==> config.mk <==
export PLATFORM = sky130hd
export DESIGN_NAME = router_fsm_flat
export DESIGN_NICKNAME = d
export VERILOG_FILES = /design/src/rtl/router_fsm_if.sv /design/src/rtl/router_fsm.sv /design/src/flat_wrapper.sv
export SDC_FILE = /design/constraint.sdc
export NUM_CORES = 1
export LEC_CHECK = 0
export BUFFER_PORTS_ARGS = -buffer_cell sky130_fd_sc_hd__buf_2
export CAP_MARGIN = 20
export CORE_MARGIN = 3
export CORE_UTILIZATION = 49
export DETAILED_ROUTE_END_ITERATION = 10
export PLACE_DENSITY = 0.88
export SYNTH_ARGS = -nofsm -noshare
export SYNTH_HDL_FRONTEND = slang
export SYNTH_SLANG_ARGS = --single-unit
export TNS_END_PERCENT = 50
==> constraint.sdc <==
create_clock -name clk -period 2.3 [get_ports clk]
set_input_delay 0.46 -clock clk [delete_from_list [all_inputs] [get_ports clk]]
set_output_delay 0.46 -clock clk [all_outputs]
set_load 0.01 [all_outputs]
==> src/rtl/router_fsm_if.sv <==
// Control-side signal bundle between the router packet FSM and its neighbours
// (packet source, router_sync, router_reg).
interface router_fsm_if #(
    parameter int DATA_W = 8
);
    logic              pkt_valid;
    logic [DATA_W-1:0] data_in;
    logic              fifo_full;
    logic              fifo_empty_0;
    logic              fifo_empty_1;
    logic              fifo_empty_2;
    logic              soft_reset_0;
    logic              soft_reset_1;
    logic              soft_reset_2;
    logic              parity_done;
    logic              low_pkt_valid;

    logic              detect_add;
    logic              lfd_state;
    logic              ld_state;
    logic              full_state;
    logic              laf_state;
    logic              rst_int_reg;
    logic              write_enb_reg;
    logic              busy;

    // Environment side: drives packet/status inputs, observes FSM controls.
    modport master (
        output pkt_valid, data_in, fifo_full,
        output fifo_empty_0, fifo_empty_1, fifo_empty_2,
        output soft_reset_0, soft_reset_1, soft_reset_2,
        output parity_done, low_pkt_valid,
        input  detect_add, lfd_state, ld_state, full_state, laf_state,
        input  rst_int_reg, write_enb_reg, busy
    );

    // FSM side.
    modport slave (
        input  pkt_valid, data_in, fifo_full,
        input  fifo_empty_0, fifo_empty_1, fifo_empty_2,
        input  soft_reset_0, soft_reset_1, soft_reset_2,
        input  parity_done, low_pkt_valid,
        output detect_add, lfd_state, ld_state, full_state, laf_state,
        output rst_int_reg, write_enb_reg, busy
    );
endinterface

==> src/rtl/router_fsm.sv <==
// Packet-level control FSM of the 1x3 router: decodes the header address and
// sequences header/payload/parity loading, stalling on full and aborting on soft reset.
module router_fsm #(
    parameter int DATA_W = 8
) (
    input  logic         clk,
    input  logic         rst,
    router_fsm_if.slave  bus
);

    typedef enum logic [2:0] {
        DA  = 3'd0,
        LFD = 3'd1,
        LD  = 3'd2,
        FFS = 3'd3,
        LAF = 3'd4,
        LP  = 3'd5,
        CPE = 3'd6,
        WTE = 3'd7
    } state_e;

    typedef struct packed {
        logic detect_add;
        logic lfd_state;
        logic ld_state;
        logic full_state;
        logic laf_state;
        logic rst_int_reg;
        logic write_enb_reg;
        logic busy;
    } ctrl_t;

    state_e     state, nxt;
    logic [1:0] addr_q;
    ctrl_t      ctrl_q;

    logic [1:0] hdr_addr;
    logic       hdr_ok;
    logic       empty_hdr;
    logic       empty_sel;
    logic       abort;
    logic       unused_data_hi;

    assign hdr_addr       = bus.data_in[1:0];
    assign hdr_ok         = bus.pkt_valid && (hdr_addr != 2'd3);
    assign unused_data_hi = ^bus.data_in[DATA_W-1:2];

    function automatic logic pick3(input logic [1:0] sel, input logic a0,
                                   input logic a1, input logic a2);
        case (sel)
            2'd0:    return a0;
            2'd1:    return a1;
            2'd2:    return a2;
            default: return 1'b0;
        endcase
    endfunction

    function automatic ctrl_t decode(input state_e s);
        ctrl_t c;
        c               = '0;
        c.detect_add    = (s == DA);
        c.lfd_state     = (s == LFD);
        c.ld_state      = (s == LD);
        c.full_state    = (s == FFS);
        c.laf_state     = (s == LAF);
        c.rst_int_reg   = (s == CPE);
        c.write_enb_reg = (s == LD) || (s == LP) || (s == LAF);
        c.busy          = !((s == DA) || (s == LD));
        return c;
    endfunction

    assign empty_hdr = pick3(hdr_addr, bus.fifo_empty_0, bus.fifo_empty_1, bus.fifo_empty_2);
    assign empty_sel = pick3(addr_q, bus.fifo_empty_0, bus.fifo_empty_1, bus.fifo_empty_2);
    assign abort     = (state != DA) &&
                       pick3(addr_q, bus.soft_reset_0, bus.soft_reset_1, bus.soft_reset_2);

    // NOTE: nxt gets a default before the case so every path assigns it and no latch is inferred.
    always_comb begin
        nxt = state;
        if (abort) begin
            nxt = DA;
        end else begin
            case (state)
                DA:  if (hdr_ok) nxt = empty_hdr ? LFD : WTE;
                LFD: nxt = LD;
                LD: begin
                    if (bus.fifo_full)       nxt = FFS;
                    else if (!bus.pkt_valid) nxt = LP;
                end
                FFS: if (!bus.fifo_full) nxt = LAF;
                LAF: begin
                    if (bus.parity_done)        nxt = DA;
                    else if (bus.low_pkt_valid) nxt = LP;
                    else                        nxt = LD;
                end
                LP:  nxt = CPE;
                CPE: nxt = bus.fifo_full ? FFS : DA;
                WTE: if (empty_sel) nxt = LFD;
                default: nxt = DA;
            endcase
        end
    end

    // Outputs are registered from the next state so they line up with the state register.
    // NOTE: state registers use non-blocking assignments so all updates share the same clock edge.
    always_ff @(posedge clk) begin
        if (rst) begin
            state  <= DA;
            addr_q <= 2'd0;
            ctrl_q <= decode(DA);
        end else begin
            state  <= nxt;
            ctrl_q <= decode(nxt);
            if (state == DA && hdr_ok) addr_q <= hdr_addr;
        end
    end

    assign bus.detect_add    = ctrl_q.detect_add;
    assign bus.lfd_state     = ctrl_q.lfd_state;
    assign bus.ld_state      = ctrl_q.ld_state;
    assign bus.full_state    = ctrl_q.full_state;
    assign bus.laf_state     = ctrl_q.laf_state;
    assign bus.rst_int_reg   = ctrl_q.rst_int_reg;
    assign bus.write_enb_reg = ctrl_q.write_enb_reg;
    assign bus.busy          = ctrl_q.busy;

endmodule

==> src/flat_wrapper.sv <==
// flat-port wrapper written by rule: the top's interface ports become plain ports
module router_fsm_flat 
#(
    parameter int DATA_W = 8
)
  (clk, rst, bus_pkt_valid, bus_data_in, bus_fifo_full, bus_fifo_empty_0, bus_fifo_empty_1, bus_fifo_empty_2, bus_soft_reset_0, bus_soft_reset_1, bus_soft_reset_2, bus_parity_done, bus_low_pkt_valid, bus_detect_add, bus_lfd_state, bus_ld_state, bus_full_state, bus_laf_state, bus_rst_int_reg, bus_write_enb_reg, bus_busy);
  router_fsm_if #(.DATA_W(DATA_W)) bus_i ();
  input  logic clk;
  input  logic rst;
  input wire logic [$bits(bus_i.pkt_valid)-1:0] bus_pkt_valid;
  input wire logic [$bits(bus_i.data_in)-1:0] bus_data_in;
  input wire logic [$bits(bus_i.fifo_full)-1:0] bus_fifo_full;
  input wire logic [$bits(bus_i.fifo_empty_0)-1:0] bus_fifo_empty_0;
  input wire logic [$bits(bus_i.fifo_empty_1)-1:0] bus_fifo_empty_1;
  input wire logic [$bits(bus_i.fifo_empty_2)-1:0] bus_fifo_empty_2;
  input wire logic [$bits(bus_i.soft_reset_0)-1:0] bus_soft_reset_0;
  input wire logic [$bits(bus_i.soft_reset_1)-1:0] bus_soft_reset_1;
  input wire logic [$bits(bus_i.soft_reset_2)-1:0] bus_soft_reset_2;
  input wire logic [$bits(bus_i.parity_done)-1:0] bus_parity_done;
  input wire logic [$bits(bus_i.low_pkt_valid)-1:0] bus_low_pkt_valid;
  output wire logic [$bits(bus_i.detect_add)-1:0] bus_detect_add;
  output wire logic [$bits(bus_i.lfd_state)-1:0] bus_lfd_state;
  output wire logic [$bits(bus_i.ld_state)-1:0] bus_ld_state;
  output wire logic [$bits(bus_i.full_state)-1:0] bus_full_state;
  output wire logic [$bits(bus_i.laf_state)-1:0] bus_laf_state;
  output wire logic [$bits(bus_i.rst_int_reg)-1:0] bus_rst_int_reg;
  output wire logic [$bits(bus_i.write_enb_reg)-1:0] bus_write_enb_reg;
  output wire logic [$bits(bus_i.busy)-1:0] bus_busy;
  assign bus_i.pkt_valid = bus_pkt_valid;
  assign bus_i.data_in = bus_data_in;
  assign bus_i.fifo_full = bus_fifo_full;
  assign bus_i.fifo_empty_0 = bus_fifo_empty_0;
  assign bus_i.fifo_empty_1 = bus_fifo_empty_1;
  assign bus_i.fifo_empty_2 = bus_fifo_empty_2;
  assign bus_i.soft_reset_0 = bus_soft_reset_0;
  assign bus_i.soft_reset_1 = bus_soft_reset_1;
  assign bus_i.soft_reset_2 = bus_soft_reset_2;
  assign bus_i.parity_done = bus_parity_done;
  assign bus_i.low_pkt_valid = bus_low_pkt_valid;
  assign bus_detect_add = bus_i.detect_add;
  assign bus_lfd_state = bus_i.lfd_state;
  assign bus_ld_state = bus_i.ld_state;
  assign bus_full_state = bus_i.full_state;
  assign bus_laf_state = bus_i.laf_state;
  assign bus_rst_int_reg = bus_i.rst_int_reg;
  assign bus_write_enb_reg = bus_i.write_enb_reg;
  assign bus_busy = bus_i.busy;
  router_fsm #(.DATA_W(DATA_W)) u_core (.clk(clk), .rst(rst), .bus(bus_i));
endmodule
==> impl_results.md, run 1 <==
* Status: finished, final reports clean
* Proportion of synthesized chip area in sequential cells at a little under two fifths
* Capture point of the worst reg-to-reg path: u_core.bus.write_enb_reg
* Count of hold buffers inserted by post-cts repair at 0
* Cells along the critical path: nor2b_2 > or2_2 > o22ai_1 > nand2_1 > a211oi_1
* RSZ-0062 raised after global routing: false
* Capture endpoint of the worst hold path: u_core.bus.busy
* Max Freq at 0.5980 GHz
* Pin count of the biggest net entering global routing at 11
* WP buf/inv at 0
* Routed Antenna Nets at 0
* Initial antenna violation count at 0
* Post-layout nets at around 120
* Count of yosys warnings during synthesis at 0
* Post-synthesis simple-gate area fraction at 28.57%
* Synth Cell Area at between 700 and 800 um^2
* Share of total power in sequential cells at between 30% and 40%
* Clock slew at the register clock pins of the worst setup and hold paths at 0.07 ns
* Final standard cell area without fillers at 832.0 um^2
* Cell Area, Placed at ~810 um^2
* Final weighted congestion in routability-driven placement at between 0.8 and 0.9
* Starting density of the core at 53.18%
* Combinational cell fraction of total power at between 40% and 50%
* Utilization after layout at a little over three fifths
* Startpoint type of the worst setup path: register
* Syn Inst Count at 78
* Horiz. Die Dim at roughly 44 um
* CTS H-Tree Depth at 1
* Number of cells on the worst hold path at 2
* Slowest cell on the critical path: sky130_fd_sc_hd__dfxtp_1
* Worst Path Required at between 2 and 2.5 ns
* Number of hold-slack violations in the final timing report at 0
* Insertion delay to the later sink of the worst-skew pair at about 0.27 ns
* Vias at 666
* Largest registers: u_core.state (3), u_core.addr_q (2)
* Remaining DRCs at 0
* Sw Ratio at between 40% and 50%
* Number of flops mapped to enable cells by yosys at 0
* FF-to-FF setup slack at 0.63 ns
* Antenna fix cells at 0
* Final instance count without filler cells at between 100 and 150
* Register bit total from synthesis at 13
* R2R cell count at 5
* Main area contributors after synthesis: sky130_fd_sc_hd__dfxtp_1, sky130_fd_sc_hd__mux2i_1, sky130_fd_sc_hd__nor2_1
* Share of post-route cells with drive strength above 1 at about a third
* Distinct cell type count after synthesis at 38
* Flip-flop count of the largest register after layout at 3
* Mux contribution to synthesized area at 5.714%
* Share of flip-flops with an asynchronous set or reset after synthesis at 0%
* Layout overhead on the synthesized area at 18.75%
* Total wire length after detailed routing at 1501 um
* Final Slew Violations at 0
* Post-placement cell count at roughly 110
* Dominant combinational cell family by area after synthesis: simple AND/OR/NAND/NOR gates
* Startpoint of the lowest-slack hold path: rst
* FP Rows at 13
* Cell type group with the largest total delay on the critical path: compound AO/OA/AOI/OAI gates
* IR drop worst, VDD at ~0.53 mV
* Library cell occupying the most area in the post-synthesis netlist: sky130_fd_sc_hd__dfxtp_1
* Slew @ Worst Pin at approximately 0.37 ns
* Register ranked first by flip-flop count: u_core.state
* Clock tree from TritonCTS: yes
* Max stage delay on crit path at around 0.50 ns
* Quantity of I/O buffers inserted on ports at 21
* GRT Util Overall at 16.48%
* Type of the worst setup path: register to register
* Number of violations reported at the end of detailed-routing iteration 0 at 9
* Arrival @ worst endpoint at about 1.9 ns
* Vias in the first global route at 600
* Resize count post-CTS at 0
* Vertical die dimension at 43.82 um
* Most used DFF post-synth: sky130_fd_sc_hd__dfxtp_1
* Leakage power of the design at about 0.37 nW
* Wire length of the first global-routing pass at around 2300 um
* Compound-cell area share of the yosys netlist at approximately a quarter
* Most numerous cell in the Yosys netlist: sky130_fd_sc_hd__dfxtp_1
* Setup TNS Final at 0 ns
* Xor/xnor cell area share of the yosys netlist at 0%
* Maximum capacitance violations at 0
* Estimated wirelength of the detail-placed design at between 1000 and 1500 um
* Total gr overflow at 0
* Count of clock tree sinks at 13
* Average via count per standard cell at approximately 5.7
* Switch Pwr at about 0.38 mW
* Maximum clock skew at final layout at roughly 0.00095 ns
* Path class of the lowest-slack min-delay path: input port to register
* Number of buffers inserted by post-CTS setup repair at 0
* Adder and majority cell fraction of the synthesized area at 0%
* Startpoint of the worst-slack reg-to-reg timing path: u_core.state[0]
* Endpoint class of the critical path: register
* Max Root-Sink Buffers at 2
* Cell at the root of the clock tree: sky130_fd_sc_hd__clkbuf_4
* Max-slew headroom at 74.97%
* Clock share of power at approximately 15%
* Die Outline Area at between 1500 and 2000 um^2
* Crit share post-route at ~73%
* Internal portion of total power at around 0.55 mW
* Drt first pass iters at 4
* Setup-failing EPs final at 0
* Post-layout min period at 1.672 ns
* Post-DR wirelength/cell at 12.94 um
* CORE AREA at around 1300 um^2
* Post-synthesis area per instance at between 8 and 9 um^2
* Overall power after layout at between 0.9 and 1 mW
* Num ports at 28
* Area share of the largest cell type after synthesis at a little under two fifths
* Syn nets at 98
* Number of CTS-inserted buffers at 3
* Most instantiated cells after synthesis: sky130_fd_sc_hd__dfxtp_1, sky130_fd_sc_hd__nor2_1, sky130_fd_sc_hd__nand2_1, sky130_fd_sc_hd__a21oi_1, sky130_fd_sc_hd__mux2i_1
* Worst-path fanout max at 9
* Pwr/cell area at roughly 1100 nW/um^2
## worst register-to-register path, delay by kind of cell, from the launching register on
| kind | cells | cell delay (ns) |
|---|---|---|
| AOI/OAI and AO/OA | 2 | 0.57 |
| DFF | 1 | 0.50 |
| and+or+nand+nor | 3 | 0.49 |
## power by group through the flow
| stage | registers (mW) | clock network (mW) | logic, mW |
|---|---|---|---|
| 2_1_floorplan | 0.357 | 0 | 0.328 |
| 3_5_place_dp | 0.358 | 0 | 0.437 |
| 5_1_grt | 0.362 | 0.151 | 0.481 |
| 3_3_place_gp | 0.352 | 0 | 0.416 |
| 6_report | 0.353 | 0.137 | 0.441 |
| 4_1_cts | 0.352 | 0.138 | 0.440 |
## cell usage in the layout (no fill, tap or decap), types with 2 or more instances in the layout
master	synthesis	layout
sky130_fd_sc_hd__clkbuf_4	0	3
sky130_fd_sc_hd__nand2_1	5	5
sky130_fd_sc_hd__nand3_1	3	3
sky130_fd_sc_hd__mux2i_1	4	4
sky130_fd_sc_hd__buf_2	0	21
sky130_fd_sc_hd__o21ai_0	3	3
sky130_fd_sc_hd__and3_1	2	2
sky130_fd_sc_hd__inv_1	3	3
sky130_fd_sc_hd__o21ai_1	2	2
sky130_fd_sc_hd__nand2b_1	3	3
sky130_fd_sc_hd__dfxtp_1	13	13
sky130_fd_sc_hd__nor4_2	2	2
sky130_fd_sc_hd__or2b_1	2	2
sky130_fd_sc_hd__a21oi_1	4	4
sky130_fd_sc_hd__nor2_1	7	7
## per-layer routing
| metal | GRT usage (%) | wire length (um) | up-vias |
|---|---|---|---|
| li1 | - | - | 330 |
| met1 | 16.62 | 605 | 298 |
| met2 | 28.49 | 722 | 32 |
| met3 | 6.224 | 124 | 6 |
| met4 | 9.639 | 48 | 0 |
| met5 | 0 | 0 | - |
## stage by stage
step	setup slack, ns	hold WS, ns
6_report	0.6276	0.4377
5_1_grt	0.5523	0.4419
4_1_cts	0.6394	0.4358
3_5_place_dp	0.4559	0.6097
3_3_place_gp	0.5223	0.5676
2_1_floorplan	0.7777	0.5291
## cell families after synthesis
group,Yosys count
flip-flops,13
AO/OA/AOI/OAI,23
multiplexers,4
buffers and inverters,5
AND/OR/NAND/NOR,33
## worst max-delay path by stage
stage                    startpoint                       end  slack, ns  cells past startpoint
floorplan            bus_data_in[1]     u_core.bus.full_state       0.78                      5
CTS                 u_core.state[2]  u_core.bus.write_enb_reg       0.64                      5
global route        u_core.state[2]  u_core.bus.write_enb_reg       0.55                      5
detailed placement   bus_data_in[1]     u_core.bus.full_state       0.46                      6
global placement     bus_data_in[1]     u_core.bus.full_state       0.52                      6
finish              u_core.state[0]  u_core.bus.write_enb_reg       0.63                      5
## cell type report
class,count,area [um^2]
multi-input cells,60,410.4
well taps,15,18.77
fillers,123,485.5
inverters,3,11.26
flip-flops and latches,13,260.3
clock buffers,4,26.28
repair buffers,21,105.1
Note: power is estimated with default switching activity, not from simulation.
==> run 2, diff against run 1 <==
Settings changed: CORE_ASPECT_RATIO from default to 1.2, CORE_UTILIZATION 49 to 41, PLACE_DENSITY 0.88 to 0.79.
Clock period 2.3 ns to 1.5 ns, I/O delays scaled along.
==> run 2 against run 1 <==
Net effect:
- the run now ends with negative setup slack left
- core utilization grew 4.2 points
- clock skew increased by 0.0016 ns
- non-clock buffer count grew 15
- critical path depth increased by 1
- routed wire length grew 19%
- largest power group unchanged
- clock power grew 52%
- global-route usage up 1.4 points
- critical endpoint is now u_core.bus.rst_int_reg
- final area rose by 23%
- setup slack lost 0.67 ns
==> impl_results.md, run 2 (synthesized netlist as in run 1, its figures left out) <==
* Status: complete, but fails checks
* Violated checks: negative setup slack
* Slew @ Worst Pin at 0.3609 ns (-0.01285 ns)
* Commonest cells after routing, fill and taps aside: sky130_fd_sc_hd__buf_2, sky130_fd_sc_hd__buf_4, sky130_fd_sc_hd__dfxtp_1
* Post-layout nets at 137 (+12%)
* Antenna fix cells at 0 (unchanged)
* Worst Path Required at 1.66 ns (-0.81 ns)
* Remaining DRCs at 0 (unchanged)
* Register ranked first by flip-flop count: u_core.state
* Utilization after layout at 67.33% (+4.2 points)
* Post-DR wirelength/cell at 13.44 um (+3.9%)
* GRT Util Overall at 17.87% (+1.4 points)
* Clock slew at the register clock pins of the worst setup and hold paths at 0.08 ns (about the same)
* RSZ-0062 raised after global routing: true
* Number of CTS-inserted buffers at 3 (unchanged)
* Largest registers: u_core.state (3), u_core.addr_q (2)
* Leakage power of the design at 0.4547 nW (+24%)
* CTS H-Tree Depth at 1 (unchanged)
* Share of total power in sequential cells at 31.7% (-6.2 points)
* Switch Pwr at 0.6699 mW (+77%)
* Crit share post-route at 103.1% (+30 points)
* Count of clock tree sinks at 13 (unchanged)
* Cell at the root of the clock tree: sky130_fd_sc_hd__clkbuf_4
* FF-to-FF setup slack at -0.05 ns (-0.67 ns)
* Worst Slack Setup Final at -0.04624 ns (-0.6739 ns)
* Horiz. Die Dim at 43.74 um (-0.18%)
* Arrival @ worst endpoint at 1.70 ns (-0.15 ns)
* Startpoint type of the worst setup path: register
* FP Rows at 15 (+2)
* Number of buffers inserted by post-CTS setup repair at 0 (unchanged)
* Estimated wirelength of the detail-placed design at 1337 um (+6.4%)
* Die Outline Area at 2243 um^2 (+17%)
* Number of cells on the worst hold path at 2 (unchanged)
* Final instance count without filler cells at 133 (+15%)
* IR drop worst, VDD at 1.017 mV (+91%)
* Drt first pass iters at 4 (unchanged)
* Cells along the critical path: or3_4 > a311oi_4 > a211oi_2 > o21ai_2 > buf_4 > nor2_1
* Starting density of the core at 46.09% (-7.1 points)
* Internal portion of total power at 1.051 mW (+90%)
* Vias at 721 (+8.3%)
* Share of post-route cells with drive strength above 1 at 56.90% (+22 points)
* Max-slew headroom at 75.60% (+0.63 points)
* Count of hold buffers inserted by post-cts repair at 0 (unchanged)
* Flip-flop count of the largest register after layout at 3 (unchanged)
* Total gr overflow at 0 (unchanged)
* Max Root-Sink Buffers at 2 (unchanged)
* Final Slew Violations at 0 (unchanged)
* Path class of the lowest-slack min-delay path: input port to register
* Maximum clock skew at final layout at 0.002584 ns (+0.001632 ns)
* Setup-failing EPs final at 3 (+3)
* Maximum capacitance violations at 0 (unchanged)
* Combinational cell fraction of total power at 56.2% (+8.8 points)
* Sw Ratio at 38.94% (-1.6 points)
* Average via count per standard cell at 5.421 (-5.6%)
* Post-placement cell count at 129 (+15%)
* Most frequent standard cell in the layout excluding fill and tap cells: sky130_fd_sc_hd__buf_2
* Number of violations reported at the end of detailed-routing iteration 0 at 6 (-3)
* Layout overhead on the synthesized area at 46.07%
* Number of hold-slack violations in the final timing report at 0 (unchanged)
* Wire length of the first global-routing pass at 3008 um (+30%)
* Clock share of power at 12.1% (-2.6 points)
* Worst-path fanout max at 5 (-4)
* Max Freq at 0.6467 GHz (+8.2%)
* Total wire length after detailed routing at 1788 um (+19%)
* Max stage delay on crit path at 0.43 ns (-0.07 ns)
* Pwr/cell area at 1681 nW/um^2 (+50%)
* CORE AREA at 1520 um^2 (+15%)
* Routed Antenna Nets at 0 (unchanged)
* Startpoint of the worst-slack reg-to-reg timing path: u_core.state[2]
* Final weighted congestion in routability-driven placement at 0.7587 (-5.3%)
* Insertion delay to the later sink of the worst-skew pair at 0.27 ns (about the same)
* Post-layout min period at 1.546 ns (-0.1261 ns)
* Slowest cell on the critical path: sky130_fd_sc_hd__or3_4
* R2R cell count at 6 (+1)
* Pin count of the biggest net entering global routing at 10 (-1)
* Clock tree from TritonCTS: yes
* Num ports at 28 (unchanged)
* Initial antenna violation count at 0 (unchanged)
* WP buf/inv at 1 (+1)
* Vias in the first global route at 722 (+20%)
* Cell type group with the largest total delay on the critical path: compound AO/OA/AOI/OAI gates
* Capture endpoint of the worst hold path: u_core.addr_q[1]
* Endpoint class of the critical path: register
* Quantity of I/O buffers inserted on ports at 21 (unchanged)
* Startpoint of the lowest-slack hold path: rst
* Worst Hold Slack at 0.2842 ns (-0.1535 ns)
* Capture point of the worst reg-to-reg path: u_core.bus.rst_int_reg
* Type of the worst setup path: register to register
* Vertical die dimension at 51.29 um (+17%)
## run 2: metrics by stage
step	setup TNS, ns	cell area [um^2]	total power, mW	setup slack [ns]
global route	-0.5245	1023	1.839	-0.1140
global placement	-0.2724	920.9	1.354	-0.07555
finish	-0.1065	1023	1.721	-0.04624
CTS	-0.02823	994.7	1.675	-0.01915
detailed placement	-0.4887	920.9	1.385	-0.1203
floorplan	0	700.7	1.051	0.04855
## run 2: layout make-up
class / count / area (um^2)
clock buffers: 4 / 26.28
well taps: 17 / 21.27
inverters: 3 / 11.26
multi-input cells: 60 / 475.5
flip-flops and latches: 13 / 271.5
repair buffers: 36 / 217.7
fillers: 117 / 496.7
## run 2: repair_timing
item                       in CTS  in global routing
cloned                          0                  0
pin swaps                       0                  3
setup endpoints to repair       8                  9
resized for setup              13                  8
## run 2: how the worst max path moves through the flow
stage / startpoint / endpoint / slack (ns) / cells after the start
6_report: u_core.state[2] / u_core.bus.rst_int_reg / -0.05 / 6
5_1_grt: u_core.state[0] / u_core.bus.rst_int_reg / -0.11 / 6
4_1_cts: u_core.state[2] / u_core.bus.rst_int_reg / -0.02 / 6
3_5_place_dp: bus_data_in[1] / u_core.bus.full_state / -0.12 / 6
3_3_place_gp: bus_data_in[1] / u_core.bus.full_state / -0.08 / 6
2_1_floorplan: u_core.state[1] / u_core.bus.full_state / 0.05 / 5
## run 2: power groups by stage
stage	combinational (mW)	clock [mW]	sequential (mW)
2_1_floorplan	0.503	0	0.548
3_3_place_gp	0.826	0	0.528
3_5_place_dp	0.854	0	0.531
4_1_cts	0.927	0.214	0.534
5_1_grt	1.04	0.238	0.556
6_report	0.968	0.208	0.545
## run 2: layer usage
layer / track usage [%] / wire length, um / up-vias
met3: 5.986 / 105 / 4
met1: 16.20 / 678 / 330
met5: 0 / 0 / -
met2: 35.92 / 974 / 26
met4: 4.523 / 28 / 0
li1: - / - / 361
